--- src/rtl/qdec_pkg.sv ---
// qdec_pkg
//   Shared definitions for the quadrature decoder: channel indices into the
//   rise/fall pulse vectors and the per-cycle step classification.
package qdec_pkg;

  localparam int CH_A   = 0;
  localparam int CH_B   = 1;
  localparam int CH_Z   = 2;
  localparam int NUM_CH = 3;

  typedef enum logic [1:0] {
    STEP_NONE = 2'd0,
    STEP_FWD  = 2'd1,
    STEP_REV  = 2'd2,
    STEP_ERR  = 2'd3
  } step_e;

  // Classify one cycle of A/B edge pulses against the levels held before
  // the edge. Forward order of (A,B) is 00 -> 10 -> 11 -> 01 -> 00.
  function automatic step_e classify_step(
    input logic       illegal,
    input logic [2:0] rise,
    input logic [2:0] fall,
    input logic       lvl_a,
    input logic       lvl_b
  );
    step_e kind;
    kind = STEP_NONE;
    if (illegal) begin
      kind = STEP_ERR;
    end else if (rise[CH_A]) begin
      kind = lvl_b ? STEP_REV : STEP_FWD;
    end else if (fall[CH_A]) begin
      kind = lvl_b ? STEP_FWD : STEP_REV;
    end else if (rise[CH_B]) begin
      kind = lvl_a ? STEP_FWD : STEP_REV;
    end else if (fall[CH_B]) begin
      kind = lvl_a ? STEP_REV : STEP_FWD;
    end
    return kind;
  endfunction

endpackage

--- src/rtl/qdec_level_track.sv ---
// qdec_level_track
//   Level register for one encoder channel, driven by one-cycle rise/fall
//   pulses, plus a combinational flag for an illegal edge on this channel.
// Ports:
//   clk, rst_n  system clock, async active-low reset
//   rise, fall  one-cycle edge pulses for this channel
//   lvl         channel level before this cycle's edge (registered)
//   illegal     this cycle's pulses are inconsistent with lvl
module qdec_level_track (
  input  logic clk,
  input  logic rst_n,
  input  logic rise,
  input  logic fall,
  output logic lvl,
  output logic illegal
);

  logic lvl_d, lvl_q;

  // Simultaneous rise and fall gives no usable new level, so the old level
  // is held. A redundant edge still forces the level to the pulse value.
  always_comb begin
    lvl_d = lvl_q;
    if (rise && !fall) begin
      lvl_d = 1'b1;
    end else if (fall && !rise) begin
      lvl_d = 1'b0;
    end
  end

  always_ff @(posedge clk or negedge rst_n) begin
    if (!rst_n) begin
      lvl_q <= 1'b0;
    end else begin
      lvl_q <= lvl_d;
    end
  end

  assign lvl     = lvl_q;
  assign illegal = (rise && fall) || (rise && lvl_q) || (fall && !lvl_q);

endmodule

--- src/rtl/quad_decoder.sv ---
// quad_decoder
//   x4 quadrature decoder and position counter. Tracks A/B/Z levels from
//   edge pulses, decodes steps, keeps a wrap-around position, the position
//   captured at each index (Z) rise, last direction and a saturating count
//   of illegal events. All outputs are registered (one cycle latency).
// Build option:
//   QDEC_INDEX_CLR_EN  when defined, a Z rise also restarts position from
//                      zero plus this cycle's step delta.
// Ports:
//   clk, rst_n              system clock, async active-low reset
//   rise_array, fall_array  edge pulses, bit0=A, bit1=B, bit2=Z
//   cnt_clr                 sync clear of position, index_pos, err_cnt
//   position, index_pos     position count and index-captured position
//   dir                     direction of last valid step, 1=forward
//   step, index_seen, err   one-cycle event pulses
//   err_cnt                 saturating illegal-event count
module quad_decoder
  import qdec_pkg::*;
#(
  parameter int CNT_W = 16,
  parameter int ERR_W = 8
) (
  input  logic             clk,
  input  logic             rst_n,
  input  logic [2:0]       rise_array,
  input  logic [2:0]       fall_array,
  input  logic             cnt_clr,
  output logic [CNT_W-1:0] position,
  output logic [CNT_W-1:0] index_pos,
  output logic             dir,
  output logic             step,
  output logic             index_seen,
  output logic             err,
  output logic [ERR_W-1:0] err_cnt
);

  logic [NUM_CH-1:0] lvl;
  logic [NUM_CH-1:0] chan_illegal;

  for (genvar gi = 0; gi < NUM_CH; gi++) begin : g_ch
    qdec_level_track u_trk (
      .clk     (clk),
      .rst_n   (rst_n),
      .rise    (rise_array[gi]),
      .fall    (fall_array[gi]),
      .lvl     (lvl[gi]),
      .illegal (chan_illegal[gi])
    );
  end

  logic             ab_both;
  logic             any_illegal;
  logic             z_rise;
  step_e            step_kind;
  logic [CNT_W-1:0] delta;
  logic [CNT_W-1:0] pos_stepped;

  logic [CNT_W-1:0] position_d, position_q;
  logic [CNT_W-1:0] index_pos_d, index_pos_q;
  logic             dir_d, dir_q;
  logic             step_d, step_q;
  logic             index_seen_d, index_seen_q;
  logic             err_d, err_q;
  logic [ERR_W-1:0] err_cnt_d, err_cnt_q;

  // Any edge on both A and B in one cycle loses the step ordering.
  assign ab_both     = (rise_array[CH_A] || fall_array[CH_A]) &&
                       (rise_array[CH_B] || fall_array[CH_B]);
  assign any_illegal = (|chan_illegal) || ab_both;

  // Index fires only on a genuine low-to-high Z transition; a redundant
  // Z rise is flagged as an error but does not recapture the index.
  assign z_rise = rise_array[CH_Z] && !fall_array[CH_Z] && !lvl[CH_Z];

  always_comb begin
    step_kind = classify_step(any_illegal, rise_array, fall_array,
                              lvl[CH_A], lvl[CH_B]);
  end

  always_comb begin
    delta = '0;
    if (step_kind == STEP_FWD) begin
      delta = CNT_W'(1);
    end else if (step_kind == STEP_REV) begin
      delta = '1;
    end
  end

  assign pos_stepped = position_q + delta;

  always_comb begin
    position_d   = position_q;
    index_pos_d  = index_pos_q;
    dir_d        = dir_q;
    step_d       = 1'b0;
    err_d        = any_illegal;
    index_seen_d = z_rise;
    err_cnt_d    = err_cnt_q;

    if (cnt_clr) begin
      position_d  = '0;
      index_pos_d = '0;
      err_cnt_d   = '0;
    end else begin
      if (step_kind == STEP_FWD || step_kind == STEP_REV) begin
        step_d = 1'b1;
        dir_d  = (step_kind == STEP_FWD);
      end
      position_d = pos_stepped;
      if (z_rise) begin
        index_pos_d = pos_stepped;
`ifdef QDEC_INDEX_CLR_EN
        position_d  = delta;
`endif
      end
      if (any_illegal && (err_cnt_q != '1)) begin
        err_cnt_d = err_cnt_q + 1'b1;
      end
    end
  end

  always_ff @(posedge clk or negedge rst_n) begin
    if (!rst_n) begin
      position_q   <= '0;
      index_pos_q  <= '0;
      dir_q        <= 1'b1;
      step_q       <= 1'b0;
      index_seen_q <= 1'b0;
      err_q        <= 1'b0;
      err_cnt_q    <= '0;
    end else begin
      position_q   <= position_d;
      index_pos_q  <= index_pos_d;
      dir_q        <= dir_d;
      step_q       <= step_d;
      index_seen_q <= index_seen_d;
      err_q        <= err_d;
      err_cnt_q    <= err_cnt_d;
    end
  end

  assign position   = position_q;
  assign index_pos  = index_pos_q;
  assign dir        = dir_q;
  assign step       = step_q;
  assign index_seen = index_seen_q;
  assign err        = err_q;
  assign err_cnt    = err_cnt_q;

endmodule

--- config.mk ---
export PLATFORM = sky130hd
export DESIGN_NAME = quad_decoder
export DESIGN_NICKNAME = d
export VERILOG_FILES = /design/src/rtl/qdec_pkg.sv /design/src/rtl/qdec_level_track.sv /design/src/rtl/quad_decoder.sv
export SDC_FILE = /design/constraint.sdc
export NUM_CORES = 1
export LEC_CHECK = 0
export CORE_UTILIZATION = 53
export CTS_CLUSTER_DIAMETER = 200
export CTS_CLUSTER_SIZE = 8
export DETAILED_ROUTE_END_ITERATION = 10
export MAX_ROUTING_LAYER = met4
export PLACE_DENSITY = 0.82
export SYNTH_ARGS = -nofsm -noshare
export SYNTH_HDL_FRONTEND = slang
export SYNTH_SLANG_ARGS = --single-unit
--- constraint.sdc ---
create_clock -name clk -period 3.81 [get_ports clk]
set_input_delay 0.9525 -clock clk [delete_from_list [all_inputs] [get_ports clk]]
set_output_delay 0.9525 -clock clk [all_outputs]
set_load 0.05 [all_outputs]
==> results.toml, run 1 <==
[timing]
relSlewSlack_pct = 31.1
finalSetupViolCount = 0
worst_slack_ns = 0.111
finalCritPeriodShare_pct = 97.1
hold_violations = 0
worst_pin_slew_ns = 1.03
skew_ns = 0.00392
final_max_slew_viol_count = 0
period_needed_ns = 3.70
max_freq_mhz = 270

[setup_path]
critical_path.startpoint_type = "primary input"
required_ns = 4.01
critical_path_class = "primary input to flip-flop"
reg2reg_slack_ns = 0.52
path_max_fanout = 4
end_kind = "flip-flop"
rr_endpoint = "index_pos[14]"
crit_arrival_ns = 3.90
worstSetupEndpoint = "index_pos[14]"
cp-startpoint = "fall_array[2]"
r2r_start = "g_ch[1].u_trk.lvl"
reg2reg_depth = 12

[power]
ir_worst_vdd_mv = 0.248
p_per_area_mw_per_mm2 = 269
p_leak_nw = 2.01
finalPower_mw = 1.14

[outcome]
status = "finished, final reports clean"

[global_route]
grt_first_pass_wirelength_mm = 13.1
antenna_found_initial = 0
grt_max_degree = 48
grt-ovfl-total = 0
grtUsageTotal_pct = 28.5
grt_pass1_vias = 2769

[clock_tree]
cts_tree = "done"
clkTransAtPathRegs_ns = 0.09
cts_root_buffer = "clkbuf_8"
clock_sinks = 47
cts_buffers = 5
htreeDepth = 2
cts_max_path_buffers = 2
worstSkewPairLatency_ns = 0.30

[yosys]
ys_seq_area_share_pct = 39.3
synthCells = 324
ys_warn_count = 0
synth_seq_cells = 47
async_reset_ff_share_pct = 100
synth_ff_type = "dfrtp_1"
syn_avg_cell_area_um2 = 9.26
synthesis.area_mm2 = 0.00300
synth_nets = 357
ys_types = 56
synth-edff-count = 0

[route]
via_per_inst = 5.91
ant_nets = 0
firstDrtPassIters = 5
initialDrtViolationCount = 223
dr_total_vias = 2959
drc = 0
drt-wirelength-per-cell_um = 16.6
routed_wl_mm = 8.33

[placement]
dp_hpwl_mm = 5.77
dp_cells = 489
pre_cts_slack_ns = -0.403
place.gp.congestion = 0.915
io_buffers = 52

[final_layout]
nNetsFinal = 461
antenna_cells = 0
syn2layout_area_growth_pct = 40.9
fillers = 385
final_cell_count_no_fill = 501
drive_gt1_share_pct = 25.6

[die]
die-area_mm2 = 0.00596
initial_utilization_pct = 54.8
fp.coreArea_mm2 = 0.00547
die-height_um = 77.2
die_w_um = 77.2
ios = 53
rows = 27

[run]
drv_cap = 0

[worst_hold_path]
hold_class = "flip-flop to flip-flop"
==> flip-flops by register name, summed over array words and instances (netlist names) <==
register and flops:
index_pos 16, dir 1, g_ch.u_trk.lvl 3, step 1
index_seen 1, err_cnt 8, err 1, position 16
==> cells by family (layout without fill, tap and decap cells) <==
| logic type | after synthesis | in the layout | share of synthesized area, % |
|---|---|---|---|
| AND/OR/NAND/NOR | 122 | 122 | 20.7 |
| flip-flops | 47 | 47 | 39.3 |
| AO/OA/AOI/OAI | 78 | 78 | 17.7 |
| adder cells (fa/ha/maj) | 24 | 24 | 10.3 |
| buffers and inverters | 32 | 137 | 5.34 |
| multiplexers | 10 | 10 | 3.50 |
| XOR/XNOR | 11 | 11 | 3.21 |
==> area by class of cell <==
class	instances	area, um^2	area share [%]
Clock buffer	7	86.3	2.04
Sequential cell	47	1180	27.9
Multi-Input combinational cell	245	1790	42.4
Timing Repair Buffer	118	1030	24.4
Clock inverter	1	8.76	0.207
Tap cell	72	90.1	2.13
Inverter	11	41.3	0.977
==> cells in the mapped netlist (2+ instances only) <==
master | n | area, um^2
nor2b_1 | 3 | 18.8
clkbuf_1 | 10 | 37.5
ha_1 | 23 | 288
a31o_2 | 3 | 26.3
o311ai_0 | 3 | 26.3
nand2b_1 | 2 | 12.5
inv_1 | 11 | 41.3
nor3b_1 | 3 | 22.5
xnor2_1 | 10 | 87.6
or4_1 | 2 | 15.0
o211ai_1 | 4 | 30.0
and2_1 | 4 | 25.0
and4_1 | 2 | 17.5
nor3_1 | 23 | 115
a21oi_1 | 22 | 110
o21a_1 | 7 | 52.6
nand2_1 | 23 | 86.3
a31oi_1 | 2 | 12.5
nand3_1 | 23 | 115
a21o_1 | 6 | 45.0
buf_6 | 4 | 45.0
nand4_1 | 5 | 31.3
dfrtp_1 | 46 | 1150
o21ai_0 | 14 | 70.1
nor4_1 | 4 | 25.0
o2111a_1 | 2 | 22.5
nor2_1 | 18 | 67.6
mux2_2 | 4 | 45.0
mux2i_1 | 6 | 60.1
and3_1 | 5 | 31.3
a221oi_1 | 2 | 17.5
buf_2 | 4 | 20.0
==> how the worst min path moves through the flow <==
| stage | from | to | slack (ns) | depth (start not counted) |
|---|---|---|---|---|
| 2_1_floorplan | g_ch[2].u_trk.lvl | g_ch[2].u_trk.lvl | 0.52 | 1 |
| 4_1_cts | index_pos[3] | index_pos[3] | 0.52 | 2 |
| 3_3_place_gp | index_pos[3] | index_pos[3] | 0.49 | 2 |
| 6_report | index_pos[3] | index_pos[3] | 0.51 | 2 |
| 3_5_place_dp | index_pos[3] | index_pos[3] | 0.50 | 2 |
| 5_1_grt | index_pos[3] | index_pos[3] | 0.54 | 2 |
==> repair_timing <==
item | in CTS | in global routing
hold buffers | 0 | 0
buffers inserted | 0 | 4
setup endpoints to repair | 10 | 20
pin swaps | 1 | 12
gates resized for setup | 7 | 34
==> placed cells by master (no fill, tap or decap), types with 3 or more instances in the layout <==
master / instances
nand3_1: 22
nand2_1: 23
o21ai_0: 10
nor4_1: 4
clkbuf_8: 6
nand4_1: 5
a21o_1: 6
nor3_1: 21
clkdlybuf4s50_1: 46
dfrtp_1: 46
mux2i_1: 6
xnor2_1: 10
dlymetal6s2s_1: 5
and2_1: 4
a21oi_1: 16
a31o_2: 3
o21a_1: 7
a21oi_2: 5
and3_1: 4
buf_4: 64
o21ai_1: 4
mux2_2: 4
ha_1: 19
o211ai_1: 4
nor2_1: 17
inv_1: 10
==> critical path, stage by stage <==
cell and delay, ns:
clkdlybuf4s50_1 0.42, mux2i_1 0.17, o2111a_2 0.28, and3_4 0.21, ha_4 0.20, inv_1 0.05, ha_2 0.19, fa_2 0.22
a21o_1 0.14, nand4_1 0.27, a211oi_4 0.42, nor3_2 0.09, a211o_1 0.29
==> where the power goes <==
group | switching [mW] | leakage [nW] | internal [mW]
Clock | 0.173 | 0.0484 | 0.149
Sequential | 0.0205 | 0.639 | 0.519
Combinational | 0.166 | 1.32 | 0.107
==> per-stage QoR <==
stage	cell area, um^2	hold slack, ns	setup TNS [ns]	util, %
6_report	4230	0.511	0	77.2
5_1_grt	4230	0.541	-0.0339	77.2
4_1_cts	4080	0.519	-0.0414	74.6
3_5_place_dp	3960	0.499	-6.10	72.4
3_3_place_gp	3960	0.492	-4.12	72.4
2_1_floorplan	3010	0.516	0	-
==> routing by layer <==
| metal | wire, um | vias up | track usage [%] |
|---|---|---|---|
| li1 | - | 1393 | - |
| met1 | 3540 | 1444 | 35.3 |
| met2 | 4190 | 96 | 48.3 |
| met3 | 412 | 26 | 4.29 |
| met4 | 188 | 0 | 8.11 |
| met5 | 0 | - | - |
Note: power is estimated with default switching activity, not from simulation.
==> run 2: changes to the inputs <==
--- a/config.mk
+++ b/config.mk
@@ -5,7 +5,9 @@
 export SDC_FILE = /design/constraint.sdc
 export NUM_CORES = 1
 export LEC_CHECK = 0
-export CORE_UTILIZATION = 53
+export CELL_PAD_IN_SITES_DETAIL_PLACEMENT = 0
+export CELL_PAD_IN_SITES_GLOBAL_PLACEMENT = 1
+export CORE_UTILIZATION = 40
 export CTS_CLUSTER_DIAMETER = 200
 export CTS_CLUSTER_SIZE = 8
 export DETAILED_ROUTE_END_ITERATION = 10
==> results.toml, run 2 (synthesis gave the netlist of run 1 again) <==
[placement]
place_area_mm2 = 0.00401
place.gp.congestion = 0.901
pre_cts_slack_ns = -0.427
io_buffers = 52
dp_hpwl_mm = 5.62
dp_cells = 516

[clock_tree]
worstSkewPairLatency_ns = 0.31
clock_sinks = 47
clkTransAtPathRegs_ns = 0.09
cts_root_buffer = "clkbuf_8"
htreeDepth = 2
cts_buffers = 5
cts_max_path_buffers = 2
cts_tree = "done"

[setup_path]
end_kind = "flip-flop"
critical_path_class = "primary input to flip-flop"
crit_arrival_ns = 3.86
worstPathCellList = "clkdlybuf4s50_1, mux2i_1, o2111a_2, nand3_2, ha_4, buf_12, ha_1, a21o_1, a31o_4, o2111a_2, or4_1, nand3_1"
path_common_cell = "o2111a_2"
cpPeakStageDelay_ns = 0.52
critical_path.startpoint_type = "primary input"
crit_slowest_cell = "or4_1"
cp_top_family = "compound AO/OA/AOI/OAI gates"
path_buf_inv = 2
required_ns = 4.06
path_max_fanout = 6

[power]
combPwrFrac_pct = 23.1
swShare_pct = 30.5
p_per_area_mw_per_mm2 = 275
p_clk_share_pct = 31.5
p_leak_nw = 2.04
power.switching_mw = 0.362
ir_worst_vdd_mv = 0.131
power_frac_seq_pct = 45.4
p_int_mw = 0.825

[timing]
worst_slack_ns = 0.203
hold_violations = 0
rsz0062_at_grt = "no"
period_needed_ns = 3.61
max_freq_mhz = 277
finalSetupTns_ns = 0
worst_pin_slew_ns = 0.729
finalCritPeriodShare_pct = 94.7
final_max_slew_viol_count = 0
finalSetupViolCount = 0
skew_ns = 0.00299
relSlewSlack_pct = 51.3

[final_layout]
syn2layout_area_growth_pct = 43.7
fin_area_mm2 = 0.00431
drive_gt1_share_pct = 25.1
final_cell_count_no_fill = 533
antenna_cells = 0
nNetsFinal = 466
final_common_cell = "buf_4"
final_cell_mix = "68 x buf_4, 47 x clkdlybuf4s50_1, 46 x dfrtp_1, 23 x nand2_1, 22 x nand3_1"

[outcome]
status = "finished, final reports clean"

[route]
drt-wirelength-per-cell_um = 14.7
via_per_inst = 5.31
ant_nets = 0
routed_wl_mm = 7.84
firstDrtPassIters = 4
drc = 0
initialDrtViolationCount = 130
dr_total_vias = 2831

[die]
ios = 53
initial_utilization_pct = 41.3
fp.coreArea_mm2 = 0.00725
rows = 31
die-height_um = 88.6
die_w_um = 88.6
die-area_mm2 = 0.00785

[global_route]
grt-ovfl-total = 0
grtUsageTotal_pct = 21.4
grt_first_pass_wirelength_mm = 12.4
grt_max_degree = 36
antenna_found_initial = 0
grt_pass1_vias = 2562

[worst_hold_path]
hold_class = "flip-flop to flip-flop"

[run]
drv_cap = 0
## run 2: changes by cell type in the layout (fill, tap and decap cells not counted), moves of 2 or more
cell and delta:
a221oi_1 +2, a221oi_2 -2, buf_12 +2, buf_4 +4, o21ai_0 +2, o21ai_1 -2
## run 2: final timing paths
check | start | end | slack (ns) | cells after the start
setup reg to reg | g_ch[1].u_trk.lvl | index_pos[11] | 0.68 | 11
hold reg to reg | index_pos[11] | index_pos[11] | 0.51 | 2
setup / recovery | rise_array[2] | index_pos[11] | 0.20 | 12
hold / removal | index_pos[11] | index_pos[11] | 0.51 | 2
max in group asynchronous | rst_n | dir | 2.37 | 2
min in group asynchronous | rst_n | index_seen | 0.66 | 1
## run 2: tightest hold or removal path, stage by stage (launching register included)
cell and delay [ns]:
dfrtp_1 0.35, nand3_1 0.07, nand3_1 0.06
## run 2: timing repair
item / 4_1_cts / 5_1_grt
setup buffers: 2 / 7
endpoints found under the setup margin: 7 / 20
gates resized for setup: 5 / 27
pin swaps: 2 / 16
hold buffers: 0 / 0
## run 2: metal layers
metal | part of all wire, % | up-vias | GRT usage (%)
li1 | - | 1409 | -
met1 | 47 | 1349 | 28.5
met2 | 47 | 64 | 34.1
met3 | 4.2 | 9 | 3.36
met4 | 1.1 | 0 | 5.72
met5 | 0 | - | -
## run 2: metrics by stage
| step | power (mW) | util (%) | hold WS [ns] |
|---|---|---|---|
| after floorplan | 0.708 | - | 0.516 |
| after global placement | 0.807 | 55.3 | 0.491 |
| after detailed placement | 0.812 | 55.3 | 0.500 |
| after CTS | 1.19 | 57.3 | 0.524 |
| after global routing | 1.24 | 59.4 | 0.535 |
| final | 1.19 | 59.4 | 0.515 |
## run 2: area by class of cell
class	count	area, um^2
repair buffers	123	1090
flip-flops and latches	47	1180
inverters	11	41.3
clock buffers	5	68.8
clock inverters	3	43.8
well taps	99	124
fillers	627	2940
multi-input cells	245	1770
## run 2: power by group through the flow
stage / registers, mW / clock network (mW) / logic, mW
finish: 0.539 / 0.374 / 0.273
floorplan: 0.602 / 0 / 0.106
detailed placement: 0.548 / 0 / 0.263
global route: 0.542 / 0.405 / 0.297
global placement: 0.548 / 0 / 0.259
CTS: 0.539 / 0.387 / 0.265
